$ cat src/rtl/bypass_arb_pkg.sv
// bypass_arb_pkg: shared types and helpers for the bypass wire arbiters
package bypass_arb_pkg;
  typedef enum logic {IDLE = 1'b0, OWNED = 1'b1} arb_state_t;
  localparam int MAX_REQ = 16;
  function automatic int idx_w(input int n);
    return n > 1 ? $clog2(n) : 1;
  endfunction
  function automatic int bcnt_w(input int m);
    return $clog2(m + 1);
  endfunction
  // first set bit of req scanning ptr, ptr+1, ..., wrapping at n; returns ptr when req is empty
  function automatic logic [3:0] rr_pick(input logic [MAX_REQ-1:0] req, input int n, input logic [3:0] ptr);
    logic [3:0] w;
    logic [3:0] j;
    w = ptr;
    for (int k = n - 1; k >= 0; k--) begin
      j = 4'((int'(ptr) + k) % n);
      if (req[j]) w = j;
    end
    return w;
  endfunction
endpackage

$ cat src/rtl/rr_priority_pick.sv
// rr_priority_pick: rotating-priority one-hot pick starting at ptr
module rr_priority_pick
  import bypass_arb_pkg::*;
#(
  parameter int nreq = 4,
  localparam int iw = idx_w(nreq)
) (
  input  logic [nreq-1:0] req,
  input  logic [iw-1:0]   ptr,
  output logic [nreq-1:0] gnt,
  output logic [iw-1:0]   win
);
  logic [MAX_REQ-1:0] req_x;
  // widen the request vector, pick the winner and encode it one-hot
  always_comb begin
    req_x = '0;
    req_x[nreq-1:0] = req;
    win = iw'(rr_pick(req_x, nreq, 4'(ptr)));
    gnt = |req ? nreq'(1) << win : '0;
  end
endmodule

$ cat src/rtl/bypass_wire_arbiter.sv
// bypass_wire_arbiter: round-robin arbiter with burst lock driving one registered bypass wire
module bypass_wire_arbiter
  import bypass_arb_pkg::*;
#(
  parameter int width    = 8,
  parameter int nreq     = 4,
  parameter int maxBurst = 8
) (
  input  logic                  CLK,
  input  logic                  RST,
  input  logic [nreq-1:0]       REQ,
  input  logic [nreq-1:0]       LOCK,
  input  logic [nreq*width-1:0] DIN,
  output logic [nreq-1:0]       GNT,
  output logic [width-1:0]      WVAL,
  output logic                  WHAS
);
  localparam int iw = idx_w(nreq);
  localparam int bw = bcnt_w(maxBurst);
  arb_state_t state, state_n;
  logic [iw-1:0] owner, owner_n, ptr, ptr_n, win, sel, nxt;
  logic [bw-1:0] bcnt, bcnt_n, bcnt_inc;
  logic [nreq-1:0] pick_gnt;
  logic [width-1:0] din_a [nreq];
  logic xfer;
  rr_priority_pick #(.nreq(nreq)) u_pick (
    .req(REQ),
    .ptr(ptr),
    .gnt(pick_gnt),
    .win(win)
  );
  // split the flat data bus into per-requester slices
  always_comb begin
    for (int i = 0; i < nreq; i++) din_a[i] = DIN[i*width +: width];
  end
  // grant selection and next-state logic; the owner keeps the channel until it drops, unlocks or hits the burst cap
  always_comb begin
    state_n = state;
    owner_n = owner;
    ptr_n = ptr;
    bcnt_n = bcnt;
    sel = state == OWNED ? owner : win;
    GNT = state == OWNED ? {nreq{REQ[owner]}} & (nreq'(1) << owner) : pick_gnt;
    xfer = |GNT;
    nxt = sel == iw'(nreq - 1) ? '0 : sel + 1'b1;
    bcnt_inc = bcnt + 1'b1;
    if (state == IDLE) begin
      if (xfer && LOCK[win] && maxBurst > 1) begin
        state_n = OWNED;
        owner_n = win;
        bcnt_n = bw'(1);
      end else if (xfer) ptr_n = nxt;
    end else if (!REQ[owner] || !LOCK[owner] || bcnt_inc == bw'(maxBurst)) begin
      state_n = IDLE;
      ptr_n = nxt;
      bcnt_n = '0;
    end else bcnt_n = bcnt_inc;
  end
  // state, counters and the registered wire; WVAL holds across idle cycles
  always_ff @(posedge CLK) begin
    if (RST) begin
      state <= IDLE;
      owner <= '0;
      ptr <= '0;
      bcnt <= '0;
      WVAL <= '0;
      WHAS <= 1'b0;
    end else begin
      state <= state_n;
      owner <= owner_n;
      ptr <= ptr_n;
      bcnt <= bcnt_n;
      WHAS <= xfer;
      if (xfer) WVAL <= din_a[sel];
    end
  end
endmodule

$ cat config.mk
export PLATFORM = sky130hd
export DESIGN_NAME = bypass_wire_arbiter
export DESIGN_NICKNAME = d
export VERILOG_FILES = /design/src/rtl/bypass_arb_pkg.sv /design/src/rtl/rr_priority_pick.sv /design/src/rtl/bypass_wire_arbiter.sv
export SDC_FILE = /design/constraint.sdc
export NUM_CORES = 1
export LEC_CHECK = 0
export CORE_MARGIN = 2
export CORE_UTILIZATION = 35
export CTS_CLUSTER_DIAMETER = 80
export DETAILED_ROUTE_END_ITERATION = 7
export PLACE_DENSITY = 0.72
export SLEW_MARGIN = 20
export SYNTH_ARGS = -nofsm -noshare
export SYNTH_HDL_FRONTEND = slang
export SYNTH_HIERARCHICAL = 1
export SYNTH_SLANG_ARGS = --single-unit
$ cat constraint.sdc
create_clock -name CLK -period 5.6 [get_ports CLK]
set_clock_uncertainty 0.15 [all_clocks]
set_input_delay 1.12 -clock CLK [delete_from_list [all_inputs] [get_ports CLK]]
set_output_delay 1.12 -clock CLK [all_outputs]
set_load 0.005 [all_outputs]
# Word level (Yosys, flattened, before mapping)
# Cells that the tools add are included.
classes:
  shift: 2
  reduce_logical: 14
  order_cmp: 7
  eq_ne: 4
  bitwise_logic: 6
  n_addsub: 5
  muxes: 35
ops:
  columns: ["op", "n"]
  rows:
  - ["$mux W2", 10]
  - ["$mux W4", 5]
  - ["$bmux W8 S2", 1]
  - ["$mux W8", 2]
  - ["$lt A4 B5 Y1 const B", 3]
  - ["$mux W1", 10]
  - ["$bmux W1 S3", 3]
  - ["$bmux W1 S2", 4]
  - ["$reduce_or A4 Y1", 2]
  - ["$shl A1 B2 Y4 const A", 2]
  - ["$lt A2 B3 Y1 const B", 2]
  - ["$reduce_or A2 Y1", 3]
  - ["$lt A2 B5 Y1 const B", 1]
  - ["$add A2 B1 Y2 const B", 2]
  - ["$add A2 B2 Y2 const B", 2]
  - ["$add A4 B1 Y4 const B", 1]
  - ["$and A4 B4 Y4", 1]
  - ["$eq A4 B4 Y1 const B", 1]
  - ["$reduce_bool A2 Y1", 2]
  - ["$and A1 B1 Y1 const A", 3]
  - ["$ge A3 B3 Y1 const B", 1]
  - ["$not A2 Y3", 1]
  - ["$reduce_and A3 Y1", 1]
  - ["$eq A2 B2 Y1 const B", 1]
  - ["other kinds (7)", 9]
totals:
  ff_bits: 18
  word_cells: 79
  input_bits: 42
  out_inout_bits: 13

# Depth between registers and ports, before layout
depth:
  depth_word: 16
  depth_mapped: 10
  ltp_nobuf: 8

# Hierarchy
# The synthesis kept the hierarchy.
modules_own_cells:
  columns: ["module", "area_per_inst_um2", "cells_per_inst", "seq_area_each_um2", "instances"]
  rows:
  - ["bypass_wire_arbiter", 1142.3, 129, 360.3, 1]
  - ["rr_priority_pick", 176.4, 28, 0.0, 1]

# Least setup slack after synthesis
# No wires, ideal clock.
synth_timing:
  path_kind: "input-to-reg"
  start: "input port REQ[0]"
  end: "register WVAL[5]"
  path_slack_ps: 2395
  setup_time_ps: 71
  path_buffers: 3
  path_stages: 9
  required_ps: 5379
  t_arrival_ps: 2984
  cell_sequence: "clkbuf_1 -> nor3_1 -> o32a_1 -> mux2i_1 -> buf_4 -> buf_4 -> a211oi_1 -> a211o_1 -> a21oi_1"
synth_via:
  elab_chain_len: 11
  elab_cells_between_ends: 25
  cone_classes: "1 x shift; 20 x mux; 2 x bitwise; 2 x reduce/logical"
synth_rtl:
  columns: ["element", "line", "text"]
  rows:
  - ["from (decl)", "bypass_wire_arbiter.sv:11", "input logic [nreq-1:0] REQ,"]
  - ["$bmux W1 S3", "bypass_arb_pkg.sv:18", "if (req[j]) w = j;"]
  - ["$mux W1 (not written as such)", "bypass_arb_pkg.sv:18", null]
  - ["$mux W2 (3 in a row)", "bypass_arb_pkg.sv:18", null]
  - ["$mux W2 *", "bypass_arb_pkg.sv:18", null]
  - ["via win[1]", "bypass_wire_arbiter.sv:21", "logic [iw-1:0] owner, owner_n, ptr, ptr_n, win, sel, nxt;"]
  - ["$mux W2", "bypass_wire_arbiter.sv:42", "sel = state == OWNED ? owner : win;"]
  - ["$not A2 Y3 (not written as such)", "bypass_wire_arbiter.sv:74", "if (xfer) WVAL <= din_a[sel];"]
  - ["$bmux W8 S2", "bypass_wire_arbiter.sv:74", null]
  - ["$mux W8 (not written as such) (2 in a row)", "bypass_wire_arbiter.sv:74", null]
  - ["to (signal assigned)", "bypass_wire_arbiter.sv:74", null]
  - ["to (decl)", "bypass_wire_arbiter.sv:15", "output logic [width-1:0] WVAL,"]
# The timed path passes the listed nets; every way through them passes the cells marked *. The select of a mux whose other input is x is not followed.
# A chain may end at the register's enable or synchronous reset.

# Worst setup path in the final report
layout_timing:
  start: "input port REQ[2]"
  end: "output port GNT[1]"
layout_via:
  elab_chain_len: 9
  elab_cells_between_ends: 19
  cone_classes: "1 x shift; 16 x mux; 1 x bitwise; 1 x reduce/logical"
layout_rtl:
  columns: ["element", "line", "text"]
  rows:
  - ["$bmux W1 S3", "bypass_arb_pkg.sv:18", null]
  - ["$mux W1 (not written as such)", "bypass_arb_pkg.sv:18", null]
  - ["$mux W2 (4 in a row)", "bypass_arb_pkg.sv:18", null]
  - ["$shl A1 B2 Y4", "rr_priority_pick.sv:19", "gnt = |req ? nreq'(1) << win : '0;"]
  - ["$mux W4 *", "rr_priority_pick.sv:19", null]
  - ["via pick_gnt[1]", "bypass_wire_arbiter.sv:23", "logic [nreq-1:0] pick_gnt;"]
  - ["$mux W4 *", "bypass_wire_arbiter.sv:43", "GNT = state == OWNED ? {nreq{REQ[owner]}} & (nreq'(1) << owner) : pick_gnt;"]
  - ["to (decl)", "bypass_wire_arbiter.sv:14", "output logic [nreq-1:0] GNT,"]
# Marked as above.

==> reports/qor.log <==
qor: floorplan.starting_density_of_the_core 36.29%
qor: floorplan.die_area 4275 um2
qor: detailed_routing.drt_iter0_drc 132
qor: sta.final-hold-violation-count 0
qor: worst_setup_path.timing.critical_path.slowest_stage_cell sky130_fd_sc_hd__clkdlybuf4s50_1
qor: logic_synthesis.synth_flop_cell sky130_fd_sc_hd__dfxtp_1
qor: flow_run.cap_violations 0
qor: placement.placement.cell_area 1892 um2
qor: placement.placed_cells_incl_taps 252
qor: clock_network.cts_inserted_buffers 3
qor: logic_synthesis.synth_top_area_cell sky130_fd_sc_hd__dfxtp_1
qor: clock_network.cts_num_sinks 18
qor: clock_network.worst_setup_hold_path_clk_slew 0.06 ns
qor: sta.rsz0062_at_grt no
qor: power.netSwitchingPower 0.3384 mW
qor: power.clockPowerShare 12.4%
qor: sta.fmax 232.5 MHz
qor: detailed_routing.final_antenna_net_count 0
qor: detailed_routing.num_vias 1368
qor: logic_synthesis.synth_edf_count 0
qor: final_layout.drive_gt1_share 6.731%
qor: clock_network.cts_resized 0
qor: placement.detailedPlacementHpwl 2421 um
qor: detailed_routing.vias_per_cell 5.344
qor: logic_synthesis.ys_top_cells_by_count sky130_fd_sc_hd__dfxtp_1 (18), sky130_fd_sc_hd__a21oi_1 (15), sky130_fd_sc_hd__nand2_1 (14), sky130_fd_sc_hd__mux2i_1 (13), sky130_fd_sc_hd__nor2_1 (10)
qor: final_layout.layout.nets 252
qor: logic_synthesis.synth_seq_area_share 27.32%
qor: worst_setup_path.arrival_time_reported_for_the_critical_path_endpoint 3.03 ns
qor: floorplan.number_of_top_level_pins 55
qor: worst_hold_path.timing.hold.worst.class flop to flop
qor: logic_synthesis.synth_top_area_share 27.32%
qor: worst_setup_path.crit_path_start_kind input pin
qor: clock_network.clock_latency 0.25 ns
qor: power.peakVddDrop 0.0001674 V
qor: power.switching_portion_of_total_power 39.60%
qor: grt.grt_pass1_wl 5506 um
qor: grt.grt_start_max_net_pins 20
qor: final_layout.multi_input_comb_area 889.6 um2
qor: sta.report.final.setup_viol 0
qor: sta.slew_violations 0
qor: placement.post-place-ws 1.327 ns
qor: logic_synthesis.yosysWarnings 6
qor: logic_synthesis.syn_area_per_cell 8.400 um2
qor: worst_setup_path.worstPathMaxFanout 9
qor: final_layout.seq_area 360.3 um2
qor: floorplan.dieWidth 65.39 um
qor: clock_network.htree_num_levels 1
qor: power.combinationalPowerShare 61.4%
qor: logic_synthesis.synthDistinctLibCells 43
qor: final_layout.layout.filler_cells 371
qor: power.seqPwrFrac 26.1%
qor: logic_synthesis.yosys_register_bits 18
qor: worst_setup_path.critical_path.endpoint_type output port
qor: power.internal-power 0.5161 mW
qor: detailed_routing.drt-wirelength-per-cell 13.01 um
qor: floorplan.placeableCoreArea 3633 um2
qor: logic_synthesis.syn_inst 157
qor: placement.gp_congestion 0.7903
qor: floorplan.std_cell_rows 22
qor: grt.grt_antenna_before_repair 0
qor: sta.min_period_over_period 76.79%
qor: worst_setup_path.worst_ep_required_time 4.33 ns
qor: logic_synthesis.most_used_standard_cell_by_instance_count_after_synthesis sky130_fd_sc_hd__dfxtp_1
qor: final_layout.final_area 1947 um2
qor: sta.period_minus_slack 4.300 ns
qor: detailed_routing.drt-total-wl 3331 um
qor: power.leakage 0.7688 nW
qor: clock_network.post_cts_buffers 0
qor: power.cellPowerDensity 438.9 nW/um2
qor: status.status complete, no violations
qor: detailed_routing.drt_pre_antenna_iters 4
qor: worst_setup_path.timing.critical_path.cells clkdlybuf4s50_1, nand2b_1, nand2b_1, a221oi_1, a32o_1, clkdlybuf4s50_1
qor: logic_synthesis.synthTopCellsByArea sky130_fd_sc_hd__dfxtp_1 (27%), sky130_fd_sc_hd__mux2i_1 (9.9%), sky130_fd_sc_hd__a21oi_1 (5.7%)
qor: sta.timing.max_slew.rel_slack 39.28%
qor: clock_network.hold_fix_buffers_at_cts 0
qor: worst_setup_path.slowest_delay 0.55 ns
qor: sta.timing.setup.tns 0 ns
qor: sta.worst_tran_pin_value 0.8932 ns
qor: clock_network.clk_path_buf_depth 2
qor: logic_synthesis.cell_area_after_synthesis 1319 um2
qor: power.design_power_total 0.8546 mW
qor: sta.final.setup.worst_slack 1.300 ns
qor: final_layout.area_growth 47.63%
qor: grt.overflow 0
qor: clock_network.root_buffer sky130_fd_sc_hd__clkbuf_8
qor: detailed_routing.drc_violations 0
qor: final_layout.num_antenna_cells 0
qor: floorplan.die_height 65.39 um
qor: grt.vias_in_the_first_global_route 1254
qor: placement.count_of_input_and_output_buffers 54
qor: sta.worst_hold_slack 0.3043 ns
qor: clock_network.cts_tree done
qor: final_layout.fin_util 53.58%
qor: logic_synthesis.postSynthNetCount 200
qor: grt.all_layer_gr_usage 16.23%
qor: final_layout.layoutNonFillerInstCount 256
qor: logic_synthesis.ys_async_sr_fraction 0%
qor: worst_setup_path.timing_worst_setup_path_type input pin to output port
[worst paths after layout]
path         startpoint  endpoint  slack, ns  depth (start not counted)
max              REQ[2]    GNT[1]       1.30                          6
min             WVAL[1]   WVAL[1]       0.30                          2
min reg2reg     WVAL[1]   WVAL[1]       0.30                          2
max reg2reg      ptr[1]   WVAL[6]       2.62                          9
[cell type report]
| cell class | instances | area share [%] |
|---|---|---|
| Multi-Input combinational cell | 123 | 45.69 |
| Timing Repair Buffer | 56 | 28.53 |
| Sequential cell | 18 | 18.51 |
| Tap cell | 48 | 3.085 |
| Clock buffer | 4 | 2.828 |
| Inverter | 7 | 1.350 |
[cell usage in the layout (no fill, tap or decap), drive strengths merged, types with 3 or more instances in the layout]
| master | synthesis | routed |
|---|---|---|
| clkdlybuf4s50 | 0 | 54 |
| a32o | 4 | 4 |
| nor2b | 8 | 8 |
| mux4 | 3 | 3 |
| a21oi | 15 | 15 |
| clkbuf | 4 | 4 |
| mux2i | 13 | 13 |
| o21ai | 4 | 4 |
| a211oi | 9 | 9 |
| inv | 7 | 7 |
| a211o | 8 | 8 |
| nand2 | 14 | 14 |
| dfxtp | 18 | 18 |
| nand3 | 3 | 3 |
| nor2 | 10 | 10 |
| nand2b | 6 | 6 |
[logic make-up (layout without fill, tap and decap cells)]
kind of cell,Yosys count,count (layout),share of synthesized area [%]
buffers and inverters,16,67,5.501
AOI/OAI and AO/OA,54,54,29.79
DFF,18,18,27.32
xor gates and xnor gates,2,2,1.329
muxes,16,16,15.27
adders and majority gates,1,1,0.9486
and+or+nand+nor,50,50,19.83
[state kept, by name (all words and copies together) (netlist names)]
name	cells
WVAL	8
bcnt	4
owner	2
ptr	2
WHAS	1
state	1
[critical path: cells and delay by family]
family,cells,cell delay [ns]
AND/OR/NAND/NOR,2,0.29
buffers and inverters,2,1.05
AO/OA/AOI/OAI,2,0.57
[power by group through the flow]
stage / Clock, mW / Sequential, mW / Combinational (mW)
floorplan: 0 / 0.216 / 0.357
global placement: 0 / 0.224 / 0.523
detailed placement: 0 / 0.225 / 0.523
CTS: 0.109 / 0.224 / 0.528
global route: 0.114 / 0.233 / 0.580
finish: 0.106 / 0.223 / 0.525
[metal layers]
| layer | part of all wire, % | GRT usage, % | routed length (um) | up-vias |
|---|---|---|---|---|
| li1 | - | - | - | 689 |
| met5 | 0 | 0 | 0 | - |
| met3 | 10 | 5.137 | 344 | 2 |
| met4 | 0.75 | 6.771 | 25 | 0 |
| met1 | 45 | 20.15 | 1499 | 615 |
| met2 | 44 | 25.89 | 1461 | 62 |
No activity file was read; power rests on OpenSTA's default activity.
